`config.mk`:
```
export PLATFORM = sky130hd
export DESIGN_NAME = custom_text_editor
export DESIGN_NICKNAME = d
export VERILOG_FILES = /design/src/rtl/custom_text_editor.sv
export SDC_FILE = /design/constraint.sdc
export NUM_CORES = 1
export LEC_CHECK = 0
export CORE_ASPECT_RATIO = 1.5
export CORE_MARGIN = 1.5
export CORE_UTILIZATION = 58
export CTS_BUF_LIST = sky130_fd_sc_hd__clkbuf_4
export CTS_CLUSTER_DIAMETER = 30
export DETAILED_ROUTE_END_ITERATION = 6
export MAX_ROUTING_LAYER = met4
export PLACE_DENSITY = 0.88
export SYNTH_ARGS = -nofsm -noshare
export SYNTH_HDL_FRONTEND = slang
export SYNTH_SLANG_ARGS = --single-unit
```
`constraint.sdc`:
```
create_clock -name clock_27mhz -period 9.52 [get_ports clock_27mhz]
set_input_delay 1.904 -clock clock_27mhz [delete_from_list [all_inputs] [get_ports clock_27mhz]]
set_output_delay 1.904 -clock clock_27mhz [all_outputs]
set_load 0.01 [all_outputs]
```
`src/rtl/custom_text_editor.sv`:
```
// Multi-line text entry buffer: builds NUM_LINES fixed-width lines from
// keyboard bytes, with backspace, newline, clear-all and commit.
module custom_text_editor #(
  parameter int         TEXT_LEN_MAX = 20,
  parameter int         NUM_LINES    = 2,
  parameter logic [7:0] PAD_CHAR     = 8'h00
) (
  input  logic                                clock_27mhz,
  input  logic                                reset_n,
  input  logic                                edit_en,
  input  logic                                button_enter,
  input  logic [7:0]                          ascii,
  input  logic                                ascii_ready,
  output logic [NUM_LINES*TEXT_LEN_MAX*8-1:0] char_array,
  output logic                                char_array_rdy,
  output logic [1:0]                          line_idx,
  output logic [5:0]                          num_char,
  output logic [7:0]                          total_char,
  output logic                                overflow
);

  localparam int         W      = NUM_LINES*TEXT_LEN_MAX*8;
  localparam logic [5:0] MAX_C  = 6'(TEXT_LEN_MAX);
  localparam logic [1:0] LAST_L = 2'(NUM_LINES-1);

  typedef enum logic [1:0] {IDLE, EDIT, DONE} state_e;

  state_e       state_q, state_d;
  logic [W-1:0] chars_q, chars_d;
  logic [5:0]   cnt_q [4];
  logic [5:0]   cnt_d [4];
  logic [1:0]   line_q, line_d;
  logic [5:0]   num_q, num_d;
  logic [7:0]   tot_q, tot_d;
  logic         rdy_q, rdy_d;
  logic         ovf_q, ovf_d;
  logic         clr, printable;
  logic [5:0]   cur;
  logic [7:0]   sum;
  int           wr_slot, bs_slot;

  always_comb begin
    state_d   = state_q;
    chars_d   = chars_q;
    cnt_d     = cnt_q;
    line_d    = line_q;
    rdy_d     = rdy_q;
    ovf_d     = 1'b0;
    clr       = 1'b0;
    cur       = cnt_q[line_q];
    printable = (ascii >= 8'h20) && (ascii <= 8'h7E);
    wr_slot   = ((NUM_LINES-1-int'(line_q))*TEXT_LEN_MAX
                + (TEXT_LEN_MAX-1-int'(cur)))*8;
    bs_slot   = wr_slot + 8;
    unique case (state_q)
      IDLE: begin
        clr   = 1'b1;
        rdy_d = 1'b0;
        if (edit_en) state_d = EDIT;
      end
      EDIT: begin
        if (!edit_en) begin
          clr     = 1'b1;
          state_d = IDLE;
        end else if (button_enter) begin
          state_d = DONE;
          rdy_d   = 1'b1;
        end else if (ascii_ready) begin
          unique case (1'b1)
            printable: begin
              if (cur < MAX_C) begin
                chars_d[wr_slot +: 8] = ascii;
                cnt_d[line_q]         = cur + 6'd1;
              end else begin
                ovf_d = 1'b1;
              end
            end
            ascii == 8'h08: begin
              if (cur != 6'd0) begin
                cnt_d[line_q]         = cur - 6'd1;
                chars_d[bs_slot +: 8] = PAD_CHAR;
              end else if (line_q != 2'd0) begin
                line_d = line_q - 2'd1;
              end
            end
            ascii == 8'h0D: begin
              if (line_q < LAST_L) line_d = line_q + 2'd1;
            end
            ascii == 8'h1B: clr = 1'b1;
            default: ;
          endcase
        end
      end
      DONE: begin
        if (!edit_en) begin
          clr     = 1'b1;
          rdy_d   = 1'b0;
          state_d = IDLE;
        end
      end
      default: state_d = IDLE;
    endcase
    if (clr) begin
      chars_d = {(NUM_LINES*TEXT_LEN_MAX){PAD_CHAR}};
      for (int i = 0; i < 4; i++) cnt_d[i] = 6'd0;
      line_d = 2'd0;
    end
    num_d = cnt_d[line_d];
    // Sum of the pre-edge counts: total lags the buffer by one cycle
    sum = 8'd0;
    for (int i = 0; i < 4; i++) sum = sum + {2'b00, cnt_q[i]};
    tot_d = (state_d == IDLE) ? 8'd0 : sum;
  end

  always_ff @(posedge clock_27mhz or negedge reset_n) begin
    if (!reset_n) begin
      state_q <= IDLE;
      chars_q <= {(NUM_LINES*TEXT_LEN_MAX){PAD_CHAR}};
      cnt_q   <= '{default: 6'd0};
      line_q  <= 2'd0;
      num_q   <= 6'd0;
      tot_q   <= 8'd0;
      rdy_q   <= 1'b0;
      ovf_q   <= 1'b0;
    end else begin
      state_q <= state_d;
      chars_q <= chars_d;
      cnt_q   <= cnt_d;
      line_q  <= line_d;
      num_q   <= num_d;
      tot_q   <= tot_d;
      rdy_q   <= rdy_d;
      ovf_q   <= ovf_d;
    end
  end

  assign char_array     = chars_q;
  assign char_array_rdy = rdy_q;
  assign line_idx       = line_q;
  assign num_char       = num_q;
  assign total_char     = tot_q;
  assign overflow       = ovf_q;

endmodule

```
==> reports/results.env, run 1 <==
TIGHTEST_SLEW_NS=1.32
CTS_BUFFERS=84
HOLD_START='char_array[119]'
MULTI_INPUT_COMB_AREA_UM2=8360
DRV_CAP=0
DRTITER0DRC=2057
TIMING.RR.START='line_idx[1]'
TIMING.FINAL.HOLD_VIOLATIONS=0
CRITICALPATHCATEGORY='register to register'
VIOLATIONS_IN_THE_FINAL_REPORTS='DRC'
CTS.REPORTEDPATHS.CLKPINSLEW_NS=0.08
WORSTPATHMAXFANOUT=15
IO_PINS=351
WHS_ENDPOINT='char_array[119]'
FILL_CELLS=1984
SYNTH_SEQ_CELLS=364
REGTOREGENDPOINT='char_array[219]'
CRIT_PATH_CELL_TRACE='mux4_2 > inv_1 > ha_1 > inv_1 > a21oi_2 > inv_1 > ha_1 > or3b_1 > o21ai_1 > inv_1 > ha_1 > or4b_1 > or4_1 > nand2b_1 > a211oi_2 > nand4_1 > nand3_1 > o21ai_0'
WORST_SETUP_PATH_START_KIND='register'
CP_DATA_ARRIVAL_TIME_NS=8.68
HOLD_DEPTH=1
GRT-OVFL-TOTAL=0
FMAX_GHz=0.125
DESIGN_POWER_TOTAL_mW=3.03
REPORT.FINAL.SETUP_VIOL=0
ROUTED_WIRELENGTH_MM=72.1
CTS_RESIZED=0
IR_WORST_VDD_uV=141
CELL_TYPE_WITH_THE_LARGEST_TOTAL_AREA_AFTER_SYNTHESIS='sky130_fd_sc_hd__dfrtp_1'
FIRST_PASS_DETAILED_ROUTE_ITERATION_TOTAL=7
CRIT_PATH_TOP_DELAY_CELL='sky130_fd_sc_hd__a211oi_2'
SETUP_TNS_NS=0
FINISH.NET_COUNT=2188
GRT_ANTENNA_BEFORE_REPAIR=3
TIMING.SLEW.HEADROOM=0.116
DETAILED_PLACE_HPWL_MM=51.5
REGISTER_TO_REGISTER_PATH_DEPTH=18
FF_LATCH_AREA_UM2=9110
CTS.HTREE.LEVELS=3
TRITONCTS='yes'
GP_CONGESTION=1.06
POWER.DENSITY_nW_PER_UM2=132
SYNTH_AREA_LEADERS='sky130_fd_sc_hd__dfrtp_1 51%, sky130_fd_sc_hd__o21ai_0 6.3%, sky130_fd_sc_hd__o2bb2ai_1 4.5%'
SYN-MEAN-INSTANCE-AREA_UM2=10.2
CTS.PATH.MAX_BUFFERS=3
BUFFER_PORTS.INSERTED=350
SYNTH_FF_TYPE='sky130_fd_sc_hd__dfrtp_1'
DRT_DRC_VIOLATIONS_LEFT=3
GR-USAGE-ALL-LAYERS=0.462
END_KIND='register'
STATUS='finished with violations'
INITIAL_UTILIZATION=0.592
POST_CTS_BUFFERS=0
ROOT_BUFFER='sky130_fd_sc_hd__clkbuf_4'
POST_SYNTH_INST_COUNT=1769
REQUIRED_TIME_OF_THE_CRITICAL_PATH_NS=10.20
CORE.ROWCOUNT=78
TIMING_MAX_TRANSITION_VIOLATIONS_FINAL=0
GRT_PASS1_WL_MM=108
FP.COREAREA_UM2=30400
ASYNC_FLOP_SHARE=1.00
R2R_SETUP_SLACK_NS=1.52
PROPORTION_OF_LAYOUT_CELLS_WITH_A_DRIVE_SUFFIX_ABOVE_1=0.0912
VIA_COUNT=18000
GRT_START_MAX_NET_PINS=154
SYNTH.CELL_AREA_UM2=18000
WORST_CLOCK_SKEW_NS=0.0709
DIE_OUTLINE_AREA_UM2=32100
SYNTH_CELL_TYPE_COUNT=90
CTS.SINK_COUNT=364
CRIT_TOP_CELL='sky130_fd_sc_hd__inv_1'
AREA_SHARE_OF_THE_LARGEST_CELL_TYPE_AFTER_SYNTHESIS=0.507
CTS-HOLD-FIX-BUFFERS=0
FINALWORSTPATHREQUIREDPERIOD_NS=8.00
POST_DRT_WL_PER_CELL_UM=27.8
ROUTE.ANTENNA.REMAINING_NETS=0
SEQ_AREA_FRAC_SYNTH=0.507
SYNTHESIS.YOSYS.WARNINGS=0
DIE_W_UM=147
WORST_SKEW_PAIR.LATE_LATENCY_NS=0.83
POWER_LEAKAGE_nW=9.66
MAX_STAGE_DELAY_NS=1.07
FINAL_MIN_PERIOD_OVER_CLOCK_PERIOD=0.840
FP.DIEH_UM=219
SYNTHTOLAYOUTAREAGROWTH_PCT=27.3
FIRST_GLOBAL_VIAS=18000
VIA_PER_INST=6.95
HP-CLASS='register to register'
SYNTH_ENABLE_FLOP_CELLS=0
UNREPAIRED_SETUP_ENDPOINTS_AFTER_GLOBAL_ROUTING='false'
[routing by layer]
layer,part of all wire,vias up,track usage
li1,-,7470,-
met1,0.31,8687,0.479
met2,0.49,1438,0.750
met3,0.094,443,0.0954
met4,0.097,0,0.395
met5,0,-,-
[worst max-delay path by stage]
stage	from	end
final	line_idx[1]	char_array[219]
after global routing	line_idx[0]	char_array[205]
after CTS	line_idx[0]	char_array[219]
after detailed placement	line_idx[0]	char_array[275]
after global placement	line_idx[0]	char_array[191]
after floorplan	line_idx[0]	char_array[119]
[cell families (layout without fill, tap and decap cells)]
family	Yosys count	after routing	share of synthesized area
buf+inv	132	553	0.0299
xor+xnor	24	24	0.0125
other cells	1	8	0.000209
simple gates	564	564	0.163
flops	364	364	0.507
fa+ha+maj	45	45	0.0366
mux	18	18	0.0157
compound gates	621	621	0.236
[layout by cell type (no fill, tap or decap), drive strengths merged, types with 14 or more instances in the layout]
cell | Yosys | final
dfrtp | 364 | 364
clkdlybuf4s50 | 0 | 349
o21ai | 245 | 245
nand3 | 148 | 148
clkbuf | 83 | 110
nand2 | 94 | 94
o2bb2ai | 92 | 92
nor2 | 86 | 86
o211ai | 66 | 66
a21oi | 60 | 60
nand4 | 40 | 40
nor3 | 40 | 40
buf | 29 | 35
clkinv | 1 | 33
ha | 31 | 31
and2 | 30 | 30
a21o | 29 | 29
inv | 19 | 21
and3 | 20 | 20
or3 | 20 | 20
nor2b | 18 | 18
xnor2 | 17 | 17
nor4 | 17 | 17
nand2b | 15 | 15
o221ai | 14 | 14
a2111oi | 14 | 14
[synthesized netlist by cell type, types with 6 or more instances]
library cell / number
sky130_fd_sc_hd__dfrtp_1: 364
sky130_fd_sc_hd__o21ai_0: 228
sky130_fd_sc_hd__nand3_1: 148
sky130_fd_sc_hd__nand2_1: 94
sky130_fd_sc_hd__o2bb2ai_1: 92
sky130_fd_sc_hd__nor2_1: 86
sky130_fd_sc_hd__clkbuf_1: 83
sky130_fd_sc_hd__o211ai_1: 66
sky130_fd_sc_hd__a21oi_1: 58
sky130_fd_sc_hd__nand4_1: 40
sky130_fd_sc_hd__nor3_1: 37
sky130_fd_sc_hd__ha_1: 31
sky130_fd_sc_hd__a21o_1: 29
sky130_fd_sc_hd__and2_1: 26
sky130_fd_sc_hd__buf_2: 22
sky130_fd_sc_hd__and3_1: 20
sky130_fd_sc_hd__or3_1: 19
sky130_fd_sc_hd__inv_1: 18
sky130_fd_sc_hd__nor2b_1: 17
sky130_fd_sc_hd__xnor2_1: 17
sky130_fd_sc_hd__nor4_1: 16
sky130_fd_sc_hd__nand2b_1: 15
sky130_fd_sc_hd__o21ai_1: 15
sky130_fd_sc_hd__o221ai_1: 14
sky130_fd_sc_hd__fa_1: 13
sky130_fd_sc_hd__a2111oi_0: 11
sky130_fd_sc_hd__a211oi_1: 10
sky130_fd_sc_hd__o211a_1: 10
sky130_fd_sc_hd__or2_2: 10
sky130_fd_sc_hd__a22o_1: 9
sky130_fd_sc_hd__mux2i_1: 9
sky130_fd_sc_hd__o32ai_1: 9
sky130_fd_sc_hd__a21boi_0: 8
sky130_fd_sc_hd__a31oi_1: 8
sky130_fd_sc_hd__mux4_2: 8
sky130_fd_sc_hd__o311ai_0: 8
sky130_fd_sc_hd__xor2_1: 6
[area by class of cell]
type | instances | share of cell area
Antenna cell | 3 | 0.000328
Clock buffer | 110 | 0.0361
Clock inverter | 39 | 0.00957
Inverter | 20 | 0.00328
Multi-Input combinational cell | 1277 | 0.366
Sequential cell | 364 | 0.398
Tap cell | 400 | 0.0219
Timing Repair Buffer | 384 | 0.165
[power by group]
group	internal [mW]	total, mW	switching (mW)	leakage [nW]
sequential	1.55	1.55	0.00389	5.08
combinational	0.0395	0.219	0.179	3.98
clock	0.600	1.26	0.655	0.601
[worst max-delay path, delay by kind of cell (launching register included)]
family / cells / cell delay [ns]
AND/OR/NAND/NOR: 6 / 2.90
flip-flops: 1 / 0.79
adder cells (fa/ha/maj): 3 / 0.98
AO/OA/AOI/OAI: 4 / 2.15
multiplexers: 1 / 0.48
buffers and inverters: 4 / 0.60
[registers in the layout, summed over array words and instances, names as in the netlist]
| register | cells |
|---|---|
| char_array | 320 |
| cnt_q | 24 |
| total_char | 8 |
| num_char | 6 |
| line_idx | 2 |
| state_q | 2 |
| char_array_rdy | 1 |
| overflow | 1 |
[stage by stage]
stage | instances | cell area [um^2] | setup slack, ns | utilization | hold slack (ns)
after floorplan | 1773 | 18000 | 3.43 | - | 0.518
after global placement | 2445 | 21800 | 1.99 | 0.719 | 0.463
after detailed placement | 2445 | 21800 | 1.71 | 0.719 | 0.471
after CTS | 2594 | 22900 | 1.67 | 0.753 | 0.489
after global routing | 2597 | 22900 | 1.00 | 0.754 | 0.503
final | 2597 | 22900 | 1.52 | 0.754 | 0.487
Note: power is estimated with default switching activity, not from simulation.
==> inputs of run 2 (changes only) <==
- CORE_UTILIZATION: 58 -> 54
- PLACE_DENSITY: 0.88 -> 0.83
- clock period: 9.52 -> 7.8 ns (I/O delays scaled with it)
==> reports/results.env, run 2 (same netlist as run 1, synthesis figures left out) <==
STATUS='finished clean'
VIA_PER_INST=6.66
FMAX_GHz=0.138
R2R_SETUP_SLACK_NS=0.55
DESIGN_POWER_TOTAL_mW=3.81
SYNTHTOLAYOUTAREAGROWTH_PCT=28.8
WORST_SETUP_PATH_START_KIND='register'
CRIT_PATH_TOP_DELAY_CELL='sky130_fd_sc_hd__a211o_2'
FINALWORSTPATHREQUIREDPERIOD_NS=7.25
TIMING_MAX_TRANSITION_VIOLATIONS_FINAL=0
GRT_ANTENNA_BEFORE_REPAIR=1
CTS.REPORTEDPATHS.CLKPINSLEW_NS=0.07
DIE_OUTLINE_AREA_UM2=34400
REGTOREGENDPOINT='char_array[145]'
TRITONCTS='yes'
END_KIND='register'
FIRST_GLOBAL_VIAS=17500
FP.DIEH_UM=226
POST_DRT_WL_PER_CELL_UM=26.7
POWER.DENSITY_nW_PER_UM2=164
ROOT_BUFFER='sky130_fd_sc_hd__clkbuf_4'
CTS_BUFFERS=87
CRIT_PATH_LEADING_DELAY_FAMILY='simple AND/OR/NAND/NOR gates'
WORSTSETUPSTARTPOINT='line_idx[0]'
REGISTER_TO_REGISTER_PATH_DEPTH=19
TIMING.FINAL.HOLD_VIOLATIONS=0
GRT_START_MAX_NET_PINS=185
TIMING.RR.START='line_idx[0]'
FINISH.NET_COUNT=2207
CTS.SINK_COUNT=364
IR_WORST_VDD_uV=124
TIMING.SLEW.HEADROOM=0.0498
POWER_LEAKAGE_nW=9.82
DRTITER0DRC=1688
REQUIRED_TIME_OF_THE_CRITICAL_PATH_NS=8.40
REPORT.FINAL.SETUP_VIOL=0
LARGEST_REGISTER_FFS=320
BUFFER_PORTS.INSERTED=350
LAYOUT.CELLS.MOST_COMMON_LIST='364 x sky130_fd_sc_hd__dfrtp_1, 349 x sky130_fd_sc_hd__clkdlybuf4s50_1, 228 x sky130_fd_sc_hd__o21ai_0'
WORST_CLOCK_SKEW_NS=0.0362
STDCELL_COUNT=2635
FINAL_MIN_PERIOD_OVER_CLOCK_PERIOD=0.929
CRITICALPATHCATEGORY='register to register'
CTS.HTREE.LEVELS=3
FIRST_PASS_DETAILED_ROUTE_ITERATION_TOTAL=6
PROPORTION_OF_LAYOUT_CELLS_WITH_A_DRIVE_SUFFIX_ABOVE_1=0.104
SETUP_TNS_NS=0
CP_NUM_CELLS=19
VIA_COUNT=17500
CP-ENDPOINT='char_array[145]'
ROUTED_WIRELENGTH_MM=70.2
CORE.ROWCOUNT=81
DIE_W_UM=152
UNREPAIRED_SETUP_ENDPOINTS_AFTER_GLOBAL_ROUTING='false'
GP_CONGESTION=1.07
GRT-OVFL-TOTAL=0
GR-USAGE-ALL-LAYERS=0.415
WORSTPATHMAXFANOUT=68
FP.COREAREA_UM2=32700
TIGHTEST_SLEW_NS=1.41
HOLD_DEPTH=1
POST_CTS_BUFFERS=0
CRIT_PATH_CELL_TRACE='mux4_2 > inv_1 > ha_1 > inv_1 > a21oi_2 > inv_1 > ha_1 > or3b_1 > a311oi_4 > nor2_1 > nand4_1 > ha_1 > or4b_1 > or4_1 > or3_1 > a211o_2 > buf_12 > o211ai_1 > o21ai_0'
CTS_RESIZED=0
IO_PINS=351
WORST-PATH-BUF-INV=4
CTS.PATH.MAX_BUFFERS=3
FINAL_COMMON_CELL='sky130_fd_sc_hd__dfrtp_1'
CTS-HOLD-FIX-BUFFERS=0
MAX_STAGE_DELAY_NS=0.67
INITIAL_UTILIZATION=0.549
HP-CLASS='register to register'
DETAILED_PLACE_HPWL_MM=51.5
DRT_DRC_VIOLATIONS_LEFT=0
DP_CELLS=2476
DRV_CAP=0
GRT_PASS1_WL_MM=106
HOLD_SLACK_NS=0.485
CP_DATA_ARRIVAL_TIME_NS=7.85
ROUTE.ANTENNA.REMAINING_NETS=0
WORST_SKEW_PAIR.LATE_LATENCY_NS=0.81
==> run 2: cell types whose count changed in the layout (fill, tap and decap cells not counted), sizes merged <==
| cell | change |
|---|---|
| diode | -2 |
| clkinv | -1 |
| clkinvlp | -1 |
| bufinv | +2 |
| inv | -1 |
| clkbuf | +10 |
| buf | +16 |
==> run 2: power by group <==
part	switching (mW)	internal, mW	total (mW)
clock network	0.794	0.852	1.65
logic	0.218	0.0495	0.267
registers	0.00480	1.89	1.90
==> run 2: worst min-delay path by stage <==
stage                     from               to  slack (ns)
6_report       char_array[135]  char_array[135]        0.49
5_1_grt        char_array[159]  char_array[159]        0.51
4_1_cts        char_array[133]  char_array[133]        0.49
3_5_place_dp   char_array[173]  char_array[173]        0.47
3_3_place_gp   char_array[130]  char_array[130]        0.46
2_1_floorplan  char_array[131]  char_array[131]        0.52
==> run 2: cell type report <==
cell class	instances	area, um^2
sequential	364	9110
inverter	20	75.1
clock inverter	38	263
clock buffer	120	901
tap	415	519
timing repair buffer	400	3910
multi-input combinational	1277	8370
antenna	1	2.50
fill	2400	9580
==> run 2: per-stage QoR <==
| stage | util | instance area, um^2 | setup WS (ns) |
|---|---|---|---|
| floorplan | - | 18000 | 1.71 |
| global placement | 0.671 | 22000 | 1.01 |
| detailed placement | 0.671 | 22000 | 0.738 |
| CTS | 0.707 | 23100 | 0.676 |
| global route | 0.707 | 23200 | 0.184 |
| finish | 0.707 | 23200 | 0.551 |
==> run 2: routing by layer <==
| layer | global-route usage | vias up | wire, um | share of wire |
|---|---|---|---|---|
| met5 | - | - | 0 | 0 |
| li1 | - | 7515 | - | - |
| met3 | 0.0782 | 358 | 5340 | 0.076 |
| met2 | 0.689 | 1119 | 35300 | 0.50 |
| met4 | 0.326 | 0 | 6210 | 0.088 |
| met1 | 0.436 | 8545 | 23400 | 0.33 |
==> inputs of run 3 (changes only) <==
- CAP_MARGIN: default -> 15
- CORE_MARGIN: 1.5 -> default
- HOLD_SLACK_MARGIN: default -> 0.05
==> reports/results.env, run 3 (same netlist as run 1, synthesis figures left out) <==
GRT_START_MAX_NET_PINS=175
WORST_SETUP_PATH_START_KIND='register'
CTS_RESIZED=0
DIE_OUTLINE_AREA_UM2=34000
TIMING_MAX_TRANSITION_VIOLATIONS_FINAL=0
VIA_PER_INST=6.66
FINISH.NET_COUNT=2217
FINALWORSTPATHREQUIREDPERIOD_NS=7.05
SETUP_TNS_NS=0
INITIAL_UTILIZATION=0.549
BUFFER_PORTS.INSERTED=350
REPORT.FINAL.SETUP_VIOL=0
HP-CLASS='register to register'
GP_CONGESTION=1.08
CTS.HTREE.LEVELS=3
REGTOREGENDPOINT='char_array[259]'
CP_DATA_ARRIVAL_TIME_NS=7.71
GRT-OVFL-TOTAL=0
WORST_SKEW_PAIR.LATE_LATENCY_NS=0.82
CORE.ROWCOUNT=81
PLACEMENT.SETUP.WORST_SLACK_NS=0.893
WHS_ENDPOINT='char_array[128]'
FIRST_PASS_DETAILED_ROUTE_ITERATION_TOTAL=7
HOLD_START='char_array[128]'
REGISTER_TO_REGISTER_PATH_DEPTH=19
FP.COREAREA_UM2=32700
UNREPAIRED_SETUP_ENDPOINTS_AFTER_GLOBAL_ROUTING='false'
SYNTHTOLAYOUTAREAGROWTH_PCT=28.7
HOLD_SLACK_NS=0.480
CRIT_PATH_CELL_TRACE='mux4_2 > inv_1 > ha_1 > inv_1 > a21oi_2 > inv_1 > ha_1 > or3b_1 > a311oi_4 > nor2_1 > nand4_1 > ha_1 > or4b_1 > or4_1 > or3_1 > a211oi_2 > buf_4 > nand4_1 > o21ai_0'
DRV_CAP=0
CRIT_PATH_TOP_DELAY_CELL='sky130_fd_sc_hd__a211oi_2'
FP.DIEH_UM=225
MULTI_INPUT_COMB_AREA_UM2=8360
FINAL_COMMON_CELL='sky130_fd_sc_hd__dfrtp_1'
REQUIRED_TIME_OF_THE_CRITICAL_PATH_NS=8.45
WORST_CLOCK_SKEW_NS=0.0569
FILL_CELLS=2321
FINAL_MIN_PERIOD_OVER_CLOCK_PERIOD=0.904
POWER_LEAKAGE_nW=9.82
STDCELL_COUNT=2637
DRTITER0DRC=1458
CRITICALPATHCATEGORY='register to register'
MAX_STAGE_DELAY_NS=0.67
ROOT_BUFFER='sky130_fd_sc_hd__clkbuf_4'
SETUP_SLACK_NS=0.746
IR_WORST_VDD_uV=185
FIRST_GLOBAL_VIAS=17500
DP_CELLS=2486
POWER.DENSITY_nW_PER_UM2=161
CTS.SINK_COUNT=364
CRIT_PATH_LEADING_DELAY_FAMILY='simple AND/OR/NAND/NOR gates'
CTS-HOLD-FIX-BUFFERS=0
STATUS='finished with violations'
CTS_BUFFERS=87
FF_LATCH_AREA_UM2=9110
GR-USAGE-ALL-LAYERS=0.423
WORST-PATH-BUF-INV=4
IO_PINS=351
DIE_W_UM=151
FMAX_GHz=0.142
GRT_ANTENNA_BEFORE_REPAIR=3
ROUTED_WIRELENGTH_MM=69.2
LARGEST_REGISTER_FFS=320
TRITONCTS='yes'
PROPORTION_OF_LAYOUT_CELLS_WITH_A_DRIVE_SUFFIX_ABOVE_1=0.104
DRT_DRC_VIOLATIONS_LEFT=1
HOLD_DEPTH=1
TIMING.RR.START='line_idx[0]'
TIMING.FINAL.HOLD_VIOLATIONS=0
POST_DRT_WL_PER_CELL_UM=26.2
R2R_SETUP_SLACK_NS=0.75
VIA_COUNT=17600
LAYOUT.CELLS.MOST_COMMON_LIST='364 x sky130_fd_sc_hd__dfrtp_1, 349 x sky130_fd_sc_hd__clkdlybuf4s50_1, 228 x sky130_fd_sc_hd__o21ai_0'
POST_CTS_BUFFERS=0
CTS.PATH.MAX_BUFFERS=3
TIMING.SLEW.HEADROOM=0.208
VIOLATIONS_IN_THE_FINAL_REPORTS='DRC'
GRT_PASS1_WL_MM=104
CTS.REPORTEDPATHS.CLKPINSLEW_NS=0.06
TIGHTEST_SLEW_NS=1.18
ROUTE.ANTENNA.REMAINING_NETS=0
DETAILED_PLACE_HPWL_MM=51.2
WORSTPATHMAXFANOUT=11
END_KIND='register'
[run 3: cell types whose count changed in the layout (fill, tap and decap cells not counted), moves of 2 or more]
cell	delta
sky130_fd_sc_hd__clkinv_1	-4
sky130_fd_sc_hd__clkbuf_4	-6
sky130_fd_sc_hd__a2111oi_2	-2
sky130_fd_sc_hd__diode_2	+3
sky130_fd_sc_hd__buf_4	+10
[run 3: metrics by stage]
stage / instance area (um^2) / util / power (mW)
after floorplan: 18000 / - / 2.07
after global placement: 22000 / 0.673 / 2.19
after detailed placement: 22000 / 0.673 / 2.19
after CTS: 23100 / 0.706 / 3.73
after global routing: 23100 / 0.707 / 3.84
final: 23100 / 0.707 / 3.72
[run 3: final cells by class]
class | count | share of cell area
tap | 415 | 0.0224
clock buffer | 114 | 0.0370
clock inverter | 33 | 0.00963
inverter | 20 | 0.00325
antenna | 4 | 0.000433
timing repair buffer | 410 | 0.172
sequential | 364 | 0.394
multi-input combinational | 1277 | 0.361
[run 3: worst register-to-register path, cell delays in order, from the launching register on]
cell and delay [ns]:
sky130_fd_sc_hd__dfrtp_1 0.43, sky130_fd_sc_hd__mux4_2 0.65, sky130_fd_sc_hd__inv_1 0.10, sky130_fd_sc_hd__ha_1 0.17, sky130_fd_sc_hd__inv_1 0.08, sky130_fd_sc_hd__a21oi_2 0.31, sky130_fd_sc_hd__inv_1 0.12, sky130_fd_sc_hd__ha_1 0.50
sky130_fd_sc_hd__or3b_1 0.51, sky130_fd_sc_hd__a311oi_4 0.44, sky130_fd_sc_hd__nor2_1 0.23, sky130_fd_sc_hd__nand4_1 0.23, sky130_fd_sc_hd__ha_1 0.18, sky130_fd_sc_hd__or4b_1 0.41, sky130_fd_sc_hd__or4_1 0.50, sky130_fd_sc_hd__or3_1 0.52
sky130_fd_sc_hd__a211oi_2 0.67, sky130_fd_sc_hd__buf_4 0.26, sky130_fd_sc_hd__nand4_1 0.27, sky130_fd_sc_hd__o21ai_0 0.31
[run 3: report_power, final]
group	leakage [nW]	switching [mW]	internal (mW)
combinational	4.11	0.217	0.0503
sequential	5.08	0.00444	1.89
clock	0.628	0.779	0.783
total	9.82	1.00	2.72
[run 3: per-layer routing]
metal,track usage,vias to the layer above,wire length [um]
met4,0.353,0,6190
met2,0.682,1083,34600
met5,-,-,0
met3,0.0763,371,5000
li1,-,7520,-
met1,0.449,8599,23400
[run 3: worst max-delay path by stage]
stage                     start         endpoint  slack (ns)  cells after the start
CTS                 line_idx[0]  char_array[147]        0.83                     19
floorplan           line_idx[0]  char_array[119]        1.71                     22
detailed placement  line_idx[0]  char_array[147]        0.89                     19
global route        line_idx[0]  char_array[259]        0.30                     20
global placement    line_idx[0]   char_array[71]        1.11                     18
finish              line_idx[0]  char_array[259]        0.75                     19
